## src/rtl/tie_mon_pkg.sv

```systemverilog
// Shared types for the tie-net level monitor: FSM states and fault_code bit positions.
package tie_mon_pkg;

  typedef enum logic [1:0] {
    ST_WARMUP  = 2'd0,
    ST_MONITOR = 2'd1,
    ST_FAULT   = 2'd2,
    ST_CLEAR   = 2'd3
  } state_t;

  localparam int FC_HI = 0;
  localparam int FC_LO = 1;

endpackage

```

## src/rtl/tie_sync2.sv

```systemverilog
// Two-flop synchronizer with a selectable reset level; 2-cycle latency, no flow control.
module tie_sync2 #(
  parameter logic RST_VAL = 1'b0
) (
  input  logic ck,
  input  logic rst,
  input  logic d,
  output logic q
);

  logic r_s1;
  logic r_s2;

  always_ff @(posedge ck) begin
    if (rst) begin
      r_s1 <= RST_VAL;
      r_s2 <= RST_VAL;
    end else begin
      r_s1 <= d;
      r_s2 <= r_s1;
    end
  end

  assign q = r_s2;

endmodule

```

## src/rtl/tie_level_monitor.sv

```systemverilog
// Debounced stuck/glitch detector for tie-high/tie-low nets with sticky fault and req/ack clear.
// Deviation at cycle t raises fault at edge t+2+THRESH; clear is acked one cycle after an edge-qualified request.
module tie_level_monitor
  import tie_mon_pkg::*;
#(
  parameter int WARMUP = 3,
  parameter int THRESH = 4,
  parameter int CNT_W  = 8
) (
  input  logic             ck,
  input  logic             rst,
  input  logic             en,
  input  logic             tie_hi,
  input  logic             tie_lo,
  input  logic             clr_req,
  output logic             clr_ack,
  output logic             fault,
  output logic [1:0]       fault_code,
  output logic [CNT_W-1:0] err_cnt
);

  localparam int WCNT_W = $clog2(WARMUP + 1);

  state_t              r_state, w_state_nxt;
  logic [WCNT_W-1:0]   r_wcnt, w_wcnt_nxt;
  logic [CNT_W-1:0]    r_dcnt, w_dcnt_nxt;
  logic [CNT_W-1:0]    r_err, w_err_nxt;
  logic [1:0]          r_code, w_code_nxt;
  logic                r_fault, w_fault_nxt;
  logic                r_ack, w_ack_nxt;
  logic                r_armed, w_armed_nxt;
  logic                w_sync_hi, w_sync_lo;
  logic                w_mis_hi, w_mis_lo, w_mis;
  logic                w_clr;

  tie_sync2 #(.RST_VAL(1'b1)) u_sync_hi (.ck(ck), .rst(rst), .d(tie_hi), .q(w_sync_hi));
  tie_sync2 #(.RST_VAL(1'b0)) u_sync_lo (.ck(ck), .rst(rst), .d(tie_lo), .q(w_sync_lo));

  assign w_mis_hi = ~w_sync_hi;
  assign w_mis_lo = w_sync_lo;
  assign w_mis    = w_mis_hi | w_mis_lo;
  // A request counts only once clr_req has been observed low since the last ack.
  assign w_clr    = clr_req & r_armed;

  always_ff @(posedge ck) begin
    if (rst) begin
      r_state <= ST_WARMUP;
      r_wcnt  <= '0;
      r_dcnt  <= '0;
      r_err   <= '0;
      r_code  <= 2'b00;
      r_fault <= 1'b0;
      r_ack   <= 1'b0;
      r_armed <= 1'b1;
    end else begin
      r_state <= w_state_nxt;
      r_wcnt  <= w_wcnt_nxt;
      r_dcnt  <= w_dcnt_nxt;
      r_err   <= w_err_nxt;
      r_code  <= w_code_nxt;
      r_fault <= w_fault_nxt;
      r_ack   <= w_ack_nxt;
      r_armed <= w_armed_nxt;
    end
  end

  always_comb begin
    w_state_nxt = r_state;
    w_wcnt_nxt  = r_wcnt;
    w_dcnt_nxt  = r_dcnt;
    w_err_nxt   = r_err;
    w_code_nxt  = r_code;
    w_fault_nxt = r_fault;
    w_ack_nxt   = 1'b0;
    w_armed_nxt = r_armed | ~clr_req;
    case (r_state)
      ST_WARMUP: begin
        w_dcnt_nxt = '0;
        if (w_clr) begin
          w_ack_nxt   = 1'b1;
          w_armed_nxt = 1'b0;
          w_wcnt_nxt  = '0;
        end else if (r_wcnt == WCNT_W'(WARMUP - 1)) begin
          w_state_nxt = ST_MONITOR;
          w_wcnt_nxt  = '0;
        end else begin
          w_wcnt_nxt = r_wcnt + 1'b1;
        end
      end
      ST_MONITOR: begin
        // Clear takes priority over a coincident threshold hit.
        if (w_clr) begin
          w_ack_nxt   = 1'b1;
          w_armed_nxt = 1'b0;
          w_state_nxt = ST_WARMUP;
          w_wcnt_nxt  = '0;
          w_dcnt_nxt  = '0;
        end else if (en && w_mis) begin
          if (r_dcnt == CNT_W'(THRESH - 1)) begin
            w_state_nxt       = ST_FAULT;
            w_fault_nxt       = 1'b1;
            w_code_nxt[FC_HI] = w_mis_hi;
            w_code_nxt[FC_LO] = w_mis_lo;
            w_err_nxt         = (r_err == '1) ? r_err : r_err + 1'b1;
            w_dcnt_nxt        = '0;
          end else begin
            w_dcnt_nxt = r_dcnt + 1'b1;
          end
        end else begin
          w_dcnt_nxt = '0;
        end
      end
      ST_FAULT: begin
        if (w_clr) begin
          w_ack_nxt   = 1'b1;
          w_armed_nxt = 1'b0;
          w_state_nxt = ST_CLEAR;
          w_fault_nxt = 1'b0;
          w_code_nxt  = 2'b00;
        end
      end
      ST_CLEAR: begin
        w_state_nxt = ST_WARMUP;
        w_wcnt_nxt  = '0;
        w_dcnt_nxt  = '0;
      end
      default: begin
        w_state_nxt = ST_WARMUP;
      end
    endcase
  end

  assign clr_ack    = r_ack;
  assign fault      = r_fault;
  assign fault_code = r_code;
  assign err_cnt    = r_err;

endmodule

```

## config.mk

```make
export PLATFORM = sky130hd
export DESIGN_NAME = tie_level_monitor
export DESIGN_NICKNAME = d
export VERILOG_FILES = /design/src/rtl/tie_mon_pkg.sv /design/src/rtl/tie_sync2.sv /design/src/rtl/tie_level_monitor.sv
export SDC_FILE = /design/constraint.sdc
export NUM_CORES = 1
export LEC_CHECK = 0
export BUFFER_PORTS_ARGS = -buffer_cell sky130_fd_sc_hd__buf_4
export CAP_MARGIN = 25
export CORE_ASPECT_RATIO = 1.2
export CORE_MARGIN = 8
export CORE_UTILIZATION = 56
export CTS_CLUSTER_SIZE = 30
export DETAILED_ROUTE_END_ITERATION = 12
export GPL_ROUTABILITY_DRIVEN = 1
export GPL_TIMING_DRIVEN = 0
export PLACE_DENSITY_LB_ADDON = 0.15
export SLEW_MARGIN = 10
export SYNTH_ARGS = -nofsm -noshare
export SYNTH_HDL_FRONTEND = slang
export SYNTH_SLANG_ARGS = --single-unit
```

## constraint.sdc

```tcl
create_clock -name ck -period 2.3 [get_ports ck]
set_input_delay 0.23 -clock ck [delete_from_list [all_inputs] [get_ports ck]]
set_output_delay 0.23 -clock ck [all_outputs]
set_load 0.1 [all_outputs]
```

==> summary.log, run 1 <==
qor: synthesis.largest_family_of_logic_cells_by_synthesized_area simple AND/OR/NAND/NOR gates
qor: synthesis.adder_cell_share_of_the_synthesized_area 0.0523
qor: pwr.power.density_cell_area 616 nW/um2
qor: detailed_routing.routed.top_layer met4
qor: timing.timing.final.crit_period 2.06 ns
qor: clock_network.worst_setup_hold_path_clk_slew 0.09 ns
qor: timing.timing_max_transition_violations_final 0
qor: detailed_routing.drtIter0Drc 42
qor: clock_network.clk_latency 0.32 ns
qor: global_route.vias_in_the_first_global_route 1204
qor: detailed_routing.drc_errors 0
qor: global_route.grt_start_max_net_pins 11
qor: detailed_routing.routedLengthMet1 1330 um
qor: layout.final_layout_size_suffix_gt1_frac 0.181
qor: synthesis.synth.largest_area_cell sky130_fd_sc_hd__dfxtp_1
qor: synthesis.synth_enable_flop_cells 0
qor: timing.final.period_utilization 0.897
qor: timing.tightest_slew 0.658 ns
qor: synthesis.number_of_register_bits_inferred_by_synthesis 29
qor: clock_network.clk_root_buffer_cell sky130_fd_sc_hd__clkbuf_4
qor: detailed_routing.detailroute.via_count 1229
qor: timing.final-setup-viol-count 0
qor: synthesis.async_reset_ff_frac 0
qor: setup_path.max_stage_delay 0.43 ns
qor: setup_path.critPathRequiredTime 2.54 ns
qor: setup_path.crit_buf_inv 1
qor: global_route.grt_pass1_wl 5220 um
qor: detailed_routing.met3_wirelength 138 um
qor: setup_path.path_cells ha_1 > nor4b_4 > nand4b_4 > buf_6 > a2111o_1 > a221oi_2
qor: synthesis.synthesis_warnings 0
qor: synthesis.synth_top_cells_by_area sky130_fd_sc_hd__dfxtp_1 (40%), sky130_fd_sc_hd__ha_1 (5.2%), sky130_fd_sc_hd__nor3_1 (3.8%)
qor: layout.postLayoutCoreUtil 0.676
qor: detailed_routing.firstDrtPassIters 4
qor: synthesis.yosysUniqueCellTypes 38
qor: layout.final_nets 188
qor: detailed_routing.routed_wire_length_per_instance 14.4 um
qor: clock_network.post_cts_buffers 0
qor: detailed_routing.post_drt_via_cell_ratio 5.85
qor: setup_path.crit_path_max_fanout 10
qor: layout.antenna_cells 0
qor: global_route.grt_use_total 0.143
qor: min_path.worst_min_path_class input port to register
qor: setup_path.reg2reg_depth 6
qor: pwr.static-leakage-power 0.000645 uW
qor: run_status.status finished, final reports clean
qor: synthesis.post_synth_mux_area_share 0.0444
qor: setup_path.timing.critical_path.to_type register
qor: timing.final_hold_fails 0
qor: synthesis.synthesis.nets 164
qor: synthesis.synth-compound-area-share 0.118
qor: setup_path.cp-start-kind register
qor: clock_network.cts_resized 0
qor: setup_path.critical_path_arrival 2.31 ns
qor: die.die_width 62.2 um
qor: global_route.antenna_found_initial 0
qor: setup_path.worst_path_dominant_cell_family compound AO/OA/AOI/OAI gates
qor: layout.leading_cell_types_in_the_layout_fill_and_taps_excluded sky130_fd_sc_hd__dfxtp_1 (29), sky130_fd_sc_hd__buf_4 (17), sky130_fd_sc_hd__nor3_1 (11)
qor: detailed_routing.antenna_violating_nets_post_route 0
qor: global_route.grt.overflow.total 0
qor: setup_path.worst-setup-path-type register to register
qor: clock_network.cts_buffers 5
qor: min_path.timing.hold.worst_path_depth 2
qor: timing.fin_tns_setup 0 ns
qor: die.die-area 4450 um2
qor: place.place.detailed.hpwl 2240 um
qor: synthesis.mappedNetlistArea 1440 um2
qor: synthesis.yosys.area.top_type_share 0.404
qor: place.gpl.final_weighted_congestion 0.868
qor: detailed_routing.met2_wirelength 1490 um
qor: clock_network.clock-sinks 29
qor: place.port_buffers 17
qor: synthesis.gate_count_after_technology_mapping 152
qor: timing.fmaxAchievable 0.485 GHz
qor: clock_network.cts_tree done
qor: layout.fillCellCount 215
qor: synthesis.synth_ff_type sky130_fd_sc_hd__dfxtp_1
qor: synthesis.postSynthAreaPerCell 9.45 um2
qor: pwr.ir_worst_vdd 0.000371 V
qor: die.start_util 0.580
qor: synthesis.post_synth_xor_area_fraction 0.0427
qor: clock_network.htree_num_levels 2
qor: setup_path.crit_cells 6
qor: die.core 2480 um2
qor: synthesis.synth_seq_area_share 0.404
qor: flow_run.max_cap_violations 0
qor: timing.final.setup_skew 0.00500 ns
qor: timing.worst_slew_margin_rel 0.561
qor: layout.flow.area_growth_from_synthesis 16.6%
qor: clock_network.cts_max_path_buffers 2
qor: setup_path.cp_slowest_cell sky130_fd_sc_hd__dfxtp_1
qor: detailed_routing.totalWireLength 3020 um
qor: timing.grt_setup_unrepaired false
qor: clock_network.post_cts_hold_buffer_count 0
qor: layout.layout.cells.most_common sky130_fd_sc_hd__dfxtp_1
qor: die.ios 18
qor: die.num_rows 20
qor: synthesis.synth_simple_gate_area_share 0.305
qor: die.die_y 71.5 um
[metal layers]
layer / vias to the layer above / GRT usage
met4: 0 / 0.0623
met5: - / 0
met1: 582 / 0.154
met2: 25 / 0.238
li1: 612 / -
met3: 10 / 0.0624
[worst register-to-register path: cells and delay by family, from the launching register on]
| family | cells | cell delay (ns) |
|---|---|---|
| compound gates | 2 | 0.61 |
| buf+inv | 1 | 0.19 |
| fa+ha+maj | 1 | 0.26 |
| flops | 1 | 0.43 |
| simple gates | 2 | 0.50 |
[sequential cells by signal, indices dropped and copies added, names as in the netlist, named ones only]
register and count:
clr_ack 1, err_cnt 8, fault 1, fault_code 2, r_armed 1, r_dcnt 8
r_state 1, r_wcnt 2, u_sync_hi.q 1, u_sync_hi.r_s1 1, u_sync_lo.q 1, u_sync_lo.r_s1 1
[cells in the mapped netlist (5+ instances only)]
master,number
sky130_fd_sc_hd__or4_1,5
sky130_fd_sc_hd__xor2_1,6
sky130_fd_sc_hd__dfxtp_1,29
sky130_fd_sc_hd__nor3_1,11
sky130_fd_sc_hd__nand3_1,8
sky130_fd_sc_hd__nor2b_1,7
sky130_fd_sc_hd__nand2_1,7
sky130_fd_sc_hd__a21oi_1,9
sky130_fd_sc_hd__ha_1,6
[path summary, 6_finish.rpt]
path / startpoint / end / slack [ns]
setup / recovery: r_dcnt[0]$_SDFFE_PP0P_ / register / 0.24
hold reg to reg: u_sync_hi.r_s1$_SDFF_PP1_ / u_sync_hi.q$_SDFF_PP1_ / 0.42
hold / removal: tie_hi / u_sync_hi.r_s1$_SDFF_PP1_ / 0.09
setup reg to reg: r_dcnt[0]$_SDFFE_PP0P_ / register / 0.24
[cells by family after synthesis]
kind of cell	count (synthesis)
XOR/XNOR	7
AO/OA/AOI/OAI	25
multiplexers	6
adder cells (fa/ha/maj)	6
buffers and inverters	11
AND/OR/NAND/NOR	68
flip-flops	29
[cell type report]
cell class	instances	area, um2	area share
repair buffers	17	128	0.0762
clock inverters	1	5.00	0.00299
plain buffers	7	33.8	0.0202
clock buffers	7	65.1	0.0388
flip-flops and latches	29	581	0.347
well taps	33	41.3	0.0246
multi-input cells	112	807	0.482
inverters	4	15.0	0.00896
[through the flow]
stage | hold WS [ns] | cells | worst slack (ns) | total power (uW) | area (um2)
floorplan | 0.317 | 152 | 0.0963 | 652 | 1440
global placement | 0.394 | 202 | 0.315 | 686 | 1610
detailed placement | 0.410 | 202 | 0.276 | 690 | 1610
CTS | 0.0752 | 210 | 0.239 | 1050 | 1680
global route | 0.0689 | 210 | 0.0394 | 1090 | 1680
finish | 0.0853 | 210 | 0.238 | 1030 | 1680
[power by group]
| group | switching [uW] | leakage [uW] | total (uW) | internal [uW] |
|---|---|---|---|---|
| registers | 11.7 | 0.000235 | 532 | 520 |
| clock network | 177 | 0.0000413 | 354 | 177 |
| logic | 91.3 | 0.000368 | 146 | 55.2 |
(Power assumes the default switching activity.)
==> inputs of run 2 (changes only) <==
Settings changed: PLACE_DENSITY set to 0.75, PLACE_DENSITY_LB_ADDON 0.15 to unset.
==> run 2 against run 1 <==
Sequential power barely moved. Flip-flop and latch count did not move. Design area did not move. Clock power fell by 2%. Highest routed layer unchanged. Global-route usage rose by 0.36 points. Setup slack barely moved. Maximum frequency barely moved. Largest cell class unchanged. Clock skew fell by 0.00087 ns. Hold slack improved by 0.0088 ns.
==> summary.log, run 2 (same netlist as run 1, synthesis figures left out) <==
qor: run_status.status finished, final reports clean
qor: timing.final-setup-viol-count 0 [unchanged]
qor: clock_network.cts_buffers 5 [unchanged]
qor: detailed_routing.drtIter0Drc 34 [-19%]
qor: layout.antenna_cells 0 [unchanged]
qor: layout.multiInputGateArea 807 um2 [unchanged]
qor: clock_network.post_cts_buffers 0 [unchanged]
qor: flow_run.max_cap_violations 0 [unchanged]
qor: setup_path.timing.critical_path.to_type register
qor: clock_network.worst_setup_hold_path_clk_slew 0.09 ns [about the same]
qor: pwr.static-leakage-power 0.000645 uW [unchanged]
qor: detailed_routing.post_drt_via_cell_ratio 5.71 [-2.4%]
qor: place.port_buffers 17 [unchanged]
qor: die.ios 18 [unchanged]
qor: die.die_y 71.5 um [unchanged]
qor: timing.tightest_slew 0.605 ns [-0.0526 ns]
qor: detailed_routing.antenna_violating_nets_post_route 0 [unchanged]
qor: global_route.grt.overflow.total 0 [unchanged]
qor: setup_path.cp-start-kind register
qor: pwr.ir_worst_vdd 0.000459 V [+24%]
qor: global_route.grt_use_total 0.147 [+0.00363]
qor: timing.hold_slack 0.0941 ns [+0.00882 ns]
qor: layout.flow.area_growth_from_synthesis 16.6% [unchanged]
qor: timing.grt_setup_unrepaired false
qor: die.num_rows 20 [unchanged]
qor: timing.worst_slew_margin_rel 0.597 [+0.0351]
qor: timing.final.setup_skew 0.00413 ns [-0.000869 ns]
qor: detailed_routing.firstDrtPassIters 4 [unchanged]
qor: setup_path.crit_path_max_fanout 10 [unchanged]
qor: global_route.grt_start_max_net_pins 11 [unchanged]
qor: layout.layout.cells.most_common sky130_fd_sc_hd__dfxtp_1
qor: clock_network.cts_tree done
qor: layout.leading_cell_types_in_the_layout_fill_and_taps_excluded sky130_fd_sc_hd__dfxtp_1 (29), sky130_fd_sc_hd__buf_4 (17), sky130_fd_sc_hd__nor3_1 (11)
qor: timing.fmaxAchievable 0.485 GHz [about the same]
qor: die.die_width 62.2 um [unchanged]
qor: setup_path.critical_path_arrival 2.25 ns [-0.06 ns]
qor: global_route.vias_in_the_first_global_route 1196 [-0.66%]
qor: timing.final.period_utilization 0.897 [about the same]
qor: min_path.worst_min_path_class input port to register
qor: setup_path.worst-setup-path-type register to register
qor: timing.fin_tns_setup 0 ns [unchanged]
qor: clock_network.cts_max_path_buffers 2 [unchanged]
qor: layout.final_layout_size_suffix_gt1_frac 0.181 [unchanged]
qor: detailed_routing.routed_wire_length_per_instance 14.3 um [-0.33%]
qor: layout.fillCellCount 218 [+1.4%]
qor: layout.final_nets 188 [unchanged]
qor: pwr.power.density_cell_area 614 nW/um2 [-0.40%]
qor: detailed_routing.detailroute.via_count 1200 [-2.4%]
qor: clock_network.post_cts_hold_buffer_count 0 [unchanged]
qor: place.place.detailed.hpwl 2240 um [+0.37%]
qor: detailed_routing.totalWireLength 3010 um [-0.33%]
qor: clock_network.cts_resized 0 [unchanged]
qor: timing.timing_max_transition_violations_final 0 [unchanged]
qor: clock_network.clk_root_buffer_cell sky130_fd_sc_hd__clkbuf_4
qor: clock_network.clock-sinks 29 [unchanged]
qor: global_route.grt_pass1_wl 5310 um [+1.7%]
qor: global_route.antenna_found_initial 0 [unchanged]
qor: die.die-area 4450 um2 [unchanged]
qor: layout.seq_area 581 um2 [unchanged]
qor: die.core 2480 um2 [unchanged]
qor: place.gpl.final_weighted_congestion 0.890 [+2.5%]
qor: clock_network.htree_num_levels 2 [unchanged]
qor: setup_path.critPathRequiredTime 2.49 ns [-0.05 ns]
qor: timing.timing.final.crit_period 2.06 ns [+0.000399 ns]
qor: die.start_util 0.580 [unchanged]
qor: layout.postLayoutCoreUtil 0.676 [unchanged]
qor: timing.final_hold_fails 0 [unchanged]
qor: clock_network.clk_latency 0.31 ns [about the same]
qor: detailed_routing.drc_errors 0 [unchanged]
run 2: cell counts in the layout (fill, tap and decap cells not counted):
No cell type changed its count.
run 2: routing by layer:
metal | global-route usage | part of all wire
met4 | 0.0935 | 0.018
met3 | 0.0406 | 0.034
met1 | 0.164 | 0.44
met2 | 0.241 | 0.51
met5 | 0 | 0
run 2: area by class of cell:
class,instances,area share
Clock inverter,1,0.00299
Buffer,7,0.0202
Clock buffer,7,0.0388
Tap cell,33,0.0246
Sequential cell,29,0.347
Inverter,4,0.00896
Timing Repair Buffer,17,0.0762
Multi-Input combinational cell,112,0.482
run 2: path summary, 6_finish.rpt:
check,startpoint,endpoint,cells after the start,slack (ns)
max,r_state[0]$_SDFFE_PP0P_,fault_code[0]$_SDFFE_PP0P_,7,0.24
min,tie_hi,u_sync_hi.r_s1$_SDFF_PP1_,2,0.09
max reg2reg,r_state[0]$_SDFFE_PP0P_,fault_code[0]$_SDFFE_PP0P_,7,0.24
min reg2reg,u_sync_hi.r_s1$_SDFF_PP1_,u_sync_hi.q$_SDFF_PP1_,1,0.42
run 2: power breakdown:
part	switching, uW	total, uW	internal, uW
registers	12.5	533	520
clock network	170	347	177
logic	92.5	149	56.1
total	275	1030	753
run 2: worst max-delay path, cell delays in order, from the launching register on:
cell,delay (ns)
sky130_fd_sc_hd__dfxtp_1,0.34
sky130_fd_sc_hd__inv_1,0.15
sky130_fd_sc_hd__ha_1,0.16
sky130_fd_sc_hd__clkbuf_1,0.31
sky130_fd_sc_hd__clkbuf_1,0.43
sky130_fd_sc_hd__nand4b_1,0.26
sky130_fd_sc_hd__o311ai_1,0.17
sky130_fd_sc_hd__a21oi_1,0.11
run 2: metrics by stage:
stage | power, uW | cell area, um2 | setup slack [ns] | cells
floorplan | 652 | 1440 | 0.0963 | 152
global placement | 685 | 1610 | 0.303 | 202
detailed placement | 692 | 1610 | 0.255 | 202
CTS | 1040 | 1680 | 0.216 | 210
global route | 1080 | 1680 | 0.00786 | 210
finish | 1030 | 1680 | 0.237 | 210
